===== config.mk =====
export PLATFORM = sky130hd
export DESIGN_NAME = mc_ctrl_fsm
export DESIGN_NICKNAME = d
export VERILOG_FILES = /design/src/rtl/cpu_pkg.sv /design/src/rtl/mc_ctrl_outdec.sv /design/src/rtl/mc_ctrl_fsm.sv
export SDC_FILE = /design/constraint.sdc
export NUM_CORES = 1
export LEC_CHECK = 0
export BUFFER_PORTS_ARGS = -buffer_cell sky130_fd_sc_hd__buf_2
export CELL_PAD_IN_SITES_DETAIL_PLACEMENT = 1
export CELL_PAD_IN_SITES_GLOBAL_PLACEMENT = 1
export CORE_UTILIZATION = 36
export DETAILED_ROUTE_END_ITERATION = 16
export MAX_ROUTING_LAYER = met4
export PLACE_DENSITY = 0.74
export SKIP_LAST_GASP = 1
export SLEW_MARGIN = 20
export SYNTH_ARGS = -nofsm -noshare
export SYNTH_HDL_FRONTEND = slang
export SYNTH_SLANG_ARGS = --single-unit

===== constraint.sdc =====
create_clock -name clk -period 2.6 [get_ports clk]
set_input_delay 0.26 -clock clk [delete_from_list [all_inputs] [get_ports clk]]
set_output_delay 0.26 -clock clk [all_outputs]
set_load 0.02 [all_outputs]

===== src/rtl/cpu_pkg.sv =====
// Shared definitions for the multi-cycle MIPS-subset control path:
// opcodes, controller states and ALU B-operand select encodings.
package cpu_pkg;

  localparam logic [5:0] OP_RTYPE = 6'b000000;
  localparam logic [5:0] OP_LW    = 6'b100011;
  localparam logic [5:0] OP_SW    = 6'b101011;
  localparam logic [5:0] OP_BEQ   = 6'b000100;

  localparam logic [1:0] ALUB_REG  = 2'b00;
  localparam logic [1:0] ALUB_FOUR = 2'b01;
  localparam logic [1:0] ALUB_IMM  = 2'b10;

  typedef enum logic [3:0] {
    ST_FETCH,
    ST_DECODE,
    ST_MEM_ADDR,
    ST_MEM_RD,
    ST_MEM_WB,
    ST_MEM_WR,
    ST_R_EXEC,
    ST_R_WB,
    ST_BRANCH,
    ST_HALT
  } state_t;

  typedef struct packed {
    logic       ir_write;
    logic       pc_write;
    logic       pc_branch;
    logic       mem_read;
    logic       mem_write;
    logic       i_or_d;
    logic       reg_write;
    logic       mem_to_reg;
    logic       reg_dst;
    logic [1:0] alu_src_b;
  } ctrl_en_t;

endpackage


===== src/rtl/mc_ctrl_outdec.sv =====
// Combinational state -> datapath-enable decoder for the multi-cycle controller.
// Only ir_write/pc_write (on mem_ready) and pc_branch (on zero) depend on inputs.
module mc_ctrl_outdec
  import cpu_pkg::*;
(
  input  state_t   state,
  input  logic     mem_ready,
  input  logic     zero,
  output ctrl_en_t en
);

  always_comb begin
    en = '0;
    case (state)
      ST_FETCH: begin
        en.mem_read  = 1'b1;
        en.alu_src_b = ALUB_FOUR;
        en.ir_write  = mem_ready;
        en.pc_write  = mem_ready;
      end
      ST_DECODE:   en.alu_src_b = ALUB_IMM;
      ST_MEM_ADDR: en.alu_src_b = ALUB_IMM;
      ST_MEM_RD: begin
        en.mem_read = 1'b1;
        en.i_or_d   = 1'b1;
      end
      ST_MEM_WB: begin
        en.reg_write  = 1'b1;
        en.mem_to_reg = 1'b1;
      end
      ST_MEM_WR: begin
        en.mem_write = 1'b1;
        en.i_or_d    = 1'b1;
      end
      ST_R_EXEC:   en.alu_src_b = ALUB_REG;
      ST_R_WB: begin
        en.reg_write = 1'b1;
        en.reg_dst   = 1'b1;
      end
      ST_BRANCH:   en.pc_branch = zero;
      default:     en = '0;
    endcase
  end

endmodule


===== src/rtl/mc_ctrl_fsm.sv =====
// Multi-cycle main control unit: sequences fetch/decode/execute, latches the
// instruction class strobes, flags illegal opcodes and counts retirements.
//
//   state       | meaning
//   ------------+-----------------------------------------------
//   FETCH       | read instruction at PC, load IR and PC+4 on ready
//   DECODE      | classify opcode, precompute branch target
//   MEM_ADDR    | compute lw/sw effective address
//   MEM_RD      | data read, wait for ready
//   MEM_WB      | write loaded word to rt, retire
//   MEM_WR      | data write, wait for ready, retire
//   R_EXEC      | ALU operation on register operands
//   R_WB        | write ALU result to rd, retire
//   BRANCH      | compare, take branch when zero, retire
//   HALT        | illegal opcode seen, wait for reset
module mc_ctrl_fsm
  import cpu_pkg::*;
#(
  parameter int unsigned CNT_W = 16
) (
  input  logic             clk,
  input  logic             rst,
  input  logic [5:0]       opcode,
  input  logic             mem_ready,
  input  logic             zero,
  output logic             lw,
  output logic             sw,
  output logic             beq,
  output logic             rtype,
  output logic             ir_write,
  output logic             pc_write,
  output logic             pc_branch,
  output logic             mem_read,
  output logic             mem_write,
  output logic             i_or_d,
  output logic             reg_write,
  output logic             mem_to_reg,
  output logic             reg_dst,
  output logic [1:0]       alu_src_b,
  output logic             illegal,
  output logic [CNT_W-1:0] retired
);

  state_t   state;
  ctrl_en_t en;
  logic     retire;

  mc_ctrl_outdec u_outdec (
    .state     (state),
    .mem_ready (mem_ready),
    .zero      (zero),
    .en        (en)
  );

  assign ir_write   = en.ir_write;
  assign pc_write   = en.pc_write;
  assign pc_branch  = en.pc_branch;
  assign mem_read   = en.mem_read;
  assign mem_write  = en.mem_write;
  assign i_or_d     = en.i_or_d;
  assign reg_write  = en.reg_write;
  assign mem_to_reg = en.mem_to_reg;
  assign reg_dst    = en.reg_dst;
  assign alu_src_b  = en.alu_src_b;

  always_comb begin
    retire = 1'b0;
    case (state)
      ST_MEM_WB, ST_R_WB, ST_BRANCH: retire = 1'b1;
      ST_MEM_WR:                     retire = mem_ready;
      default:                       retire = 1'b0;
    endcase
  end

  always_ff @(posedge clk) begin
    if (rst) begin
      state   <= ST_FETCH;
      lw      <= 1'b0;
      sw      <= 1'b0;
      beq     <= 1'b0;
      rtype   <= 1'b0;
      illegal <= 1'b0;
      retired <= '0;
    end else begin
      case (state)
        ST_FETCH:    if (mem_ready) state <= ST_DECODE;
        ST_DECODE: begin
          lw    <= 1'b0;
          sw    <= 1'b0;
          beq   <= 1'b0;
          rtype <= 1'b0;
          case (opcode)
            OP_LW:    begin lw    <= 1'b1; state <= ST_MEM_ADDR; end
            OP_SW:    begin sw    <= 1'b1; state <= ST_MEM_ADDR; end
            OP_RTYPE: begin rtype <= 1'b1; state <= ST_R_EXEC;   end
            OP_BEQ:   begin beq   <= 1'b1; state <= ST_BRANCH;   end
            default:  begin illegal <= 1'b1; state <= ST_HALT;  end
          endcase
        end
        ST_MEM_ADDR: state <= lw ? ST_MEM_RD : ST_MEM_WR;
        ST_MEM_RD:   if (mem_ready) state <= ST_MEM_WB;
        ST_R_EXEC:   state <= ST_R_WB;
        ST_HALT:     state <= ST_HALT;
        default:     state <= state;
      endcase
      // Every retiring state returns to FETCH with the strobes dropped.
      if (retire) begin
        state   <= ST_FETCH;
        lw      <= 1'b0;
        sw      <= 1'b0;
        beq     <= 1'b0;
        rtype   <= 1'b0;
        retired <= retired + CNT_W'(1);
      end
    end
  end

endmodule


==> out/metrics.csv <==
metric,value,unit
first-pass GRT wire length,6020,µm
layout cells sized above 1,0.282,
Via Count,1413,
Mapped Nets,200,
DP Cell Count,266,
min Tclk post-route,2.19,ns
antenna-violating nets left,0,
Residual DRC,0,
"setup slack, reg-to-reg",0.41,ns
Overall Power,0.000793,W
reg2reg end,retired[13]$_SDFFE_PP0P_,
PnR worst setup slack,0.412,ns
register area,500,µm²
GPL Wtd Cong,0.720,
period utilisation layout,0.842,
CP max-delay cell,o21ai_1,
DIE AREA,4440,µm²
CTS root buf,clkbuf_8,
vias in the first global route,1299,
GR Util All Layers,0.180,
total power divided by cell area,451,nW/µm²
Worst VDD drop,0.178,mV
num rows,23,
Worst Max-Slew Pin Slew,1.01,ns
worst slack at placement,0.417,ns
Syn Std Cell Area,1510,µm²
"Net count, final",232,
GRT overflow,0,
Vias/cell,5.23,
Slew Limit Fails,0,
Post-Syn Instances,189,
crit path cell chain,nor2_1 -> o21ai_1 -> a21oi_1 -> mux2_1,
"leading cell type in the layout, fill and taps excluded",buf_2,
Synth Warn #,0,
R2R Path Start,state[1]$_SDFFE_PP0P_,
initial antenna violation count,0,
Worst Hold Depth,3,
worst hold margin,0.280,ns
Post-CTS Hold Fix Bufs,0,
wire per inst,13.6,µm
Hold Crit Class,in -> reg,
Non-Filler Instances,270,
status,completed,
Die H,66.7,µm
DR iter-0 viols,70,
TNS Setup,0,ns
Leak,0.764,nW
Worst Hold Path EP,sw$_SDFFE_PP0P_,
Final Hold Violating Endpoints,0,
#FFs+latches synth,25,
Synth cell types,41,
diode count,0,
Rel. slew slack,0.323,
r2r worst-path depth,4,
register area share after synthesis,0.333,
die width,66.7,µm
endpoints failing setup,0,
Critical Path Sink Type,flop,
HPWL Detailed,2660,µm
RSZ-0062 raised after global routing,false,
later-pin clock latency in the skew report,0.27,ns
Final Routed Wirelength,3670,µm
most common flop cell mapped by yosys,dfxtp_1,
largest net degree at the start of global routing,34,
Worst setup SP type,flop,
area grow syn2layout,16.9,%
Layout fillers,509,
clock sink count,25,
Mean Syn Cell Area,7.96,µm²
Final Skew,0.00811,ns
most frequent cells in the layout,"41 x buf_2, 25 x dfxtp_1, 23 x nor2_1",
# IOs,42,
Worst Path Arrival,2.35,ns
Worst Path Max Fanout,17,
Num CTS Buffers,3,
Post-synth EDFFs,0,
post-cts resize count,0,
fmax,457,MHz
Critical Path RT,2.76,ns
Hold Path Origin,opcode[3],
DRT Pass-1 Iters,4,
Max clock buf depth,2,
H-tree depth,1,
CTS tree,done,
total core area,4000,µm²
post-CTS setup buffers,0,
area of the multi-input gates,942,µm²
Max-Cap Viols,0,
critical path type,reg -> reg,
Clock transition at path regs,0.09,ns
Port Buffers,41,
largest stage delay on the critical path,0.81,ns
"Async S/R FF share, synth",0,
Initial Util,0.376,
[worst max path at each step]
stage,from,endpoint,slack (ns),cells after the start
floorplan,state[1]$_SDFFE_PP0P_,pc_write,0.51,4
global placement,state[1]$_SDFFE_PP0P_,retired[12]$_SDFFE_PP0P_,0.49,4
detailed placement,state[1]$_SDFFE_PP0P_,retired[7]$_SDFFE_PP0P_,0.42,4
CTS,state[1]$_SDFFE_PP0P_,retired[15]$_SDFFE_PP0P_,0.41,4
global route,state[1]$_SDFFE_PP0P_,retired[13]$_SDFFE_PP0P_,0.15,4
finish,state[1]$_SDFFE_PP0P_,retired[13]$_SDFFE_PP0P_,0.41,4
[synthesized netlist by cell type, types with 2 or more instances]
cell type | instances | area (µm²)
dfxtp_1 | 25 | 500
nor2_1 | 23 | 86.3
a21oi_1 | 20 | 100
nor2b_1 | 18 | 113
mux2_2 | 12 | 135
clkbuf_1 | 11 | 41.3
nand3_1 | 9 | 45.0
nand2_1 | 6 | 22.5
nand2b_1 | 6 | 37.5
nor3_1 | 6 | 30.0
o21ai_0 | 5 | 25.0
and2_1 | 4 | 25.0
nand4_1 | 4 | 25.0
a211oi_1 | 3 | 22.5
and3_1 | 3 | 18.8
nor3b_1 | 3 | 22.5
and4_1 | 2 | 17.5
buf_2 | 2 | 10.0
mux2_1 | 2 | 22.5
o21a_1 | 2 | 15.0
or2_2 | 2 | 12.5
or3_1 | 2 | 12.5
[stage by stage]
step                area (µm²)   util
floorplan                 1510      -
global placement          1710  0.429
detailed placement        1710  0.429
CTS                       1760  0.440
global route              1760  0.440
finish                    1760  0.440
[power breakdown]
group / internal (W) / switching [W] / total (W)
sequential: 0.000392 / 0.0000215 / 0.000414
clock: 0.000109 / 0.000120 / 0.000230
combinational: 0.0000555 / 0.0000937 / 0.000149
total: 0.000557 / 0.000236 / 0.000793
[worst max-delay path, delay by kind of cell, from the launching register on]
family          cells  cell delay, ns
compound gates      2            1.00
flops               1            0.64
mux                 1            0.34
simple gates        1            0.11
[cell families after synthesis]
logic type,count (synthesis),share of synthesized area
AND/OR/NAND/NOR,93,0.343
AO/OA/AOI/OAI,39,0.158
XOR/XNOR,2,0.0116
multiplexers,14,0.105
buffers and inverters,15,0.0416
adder cells (fa/ha/maj),1,0.00831
flip-flops,25,0.333
[routing by layer]
| metal | wire (µm) | track usage | vias to the layer above |
|---|---|---|---|
| li1 | - | - | 727 |
| met1 | 1860 | 0.237 | 659 |
| met2 | 1670 | 0.289 | 25 |
| met3 | 112 | 0.0205 | 2 |
| met4 | 22 | 0.0479 | 0 |
| met5 | 0 | - | - |
[sequential cells by signal, summed over array words and instances, names as in the netlist]
name / flops
lw: 1
retired: 16
state: 4
beq: 1
sw: 1
rtype: 1
illegal: 1
[cell type report]
class,instances,share of cell area
multi-input combinational,149,0.536
sequential,25,0.284
timing repair buffer,41,0.117
tap,50,0.0356
clock buffer,4,0.0256
inverter,1,0.00213
No activity file was read; power rests on OpenSTA's default activity.
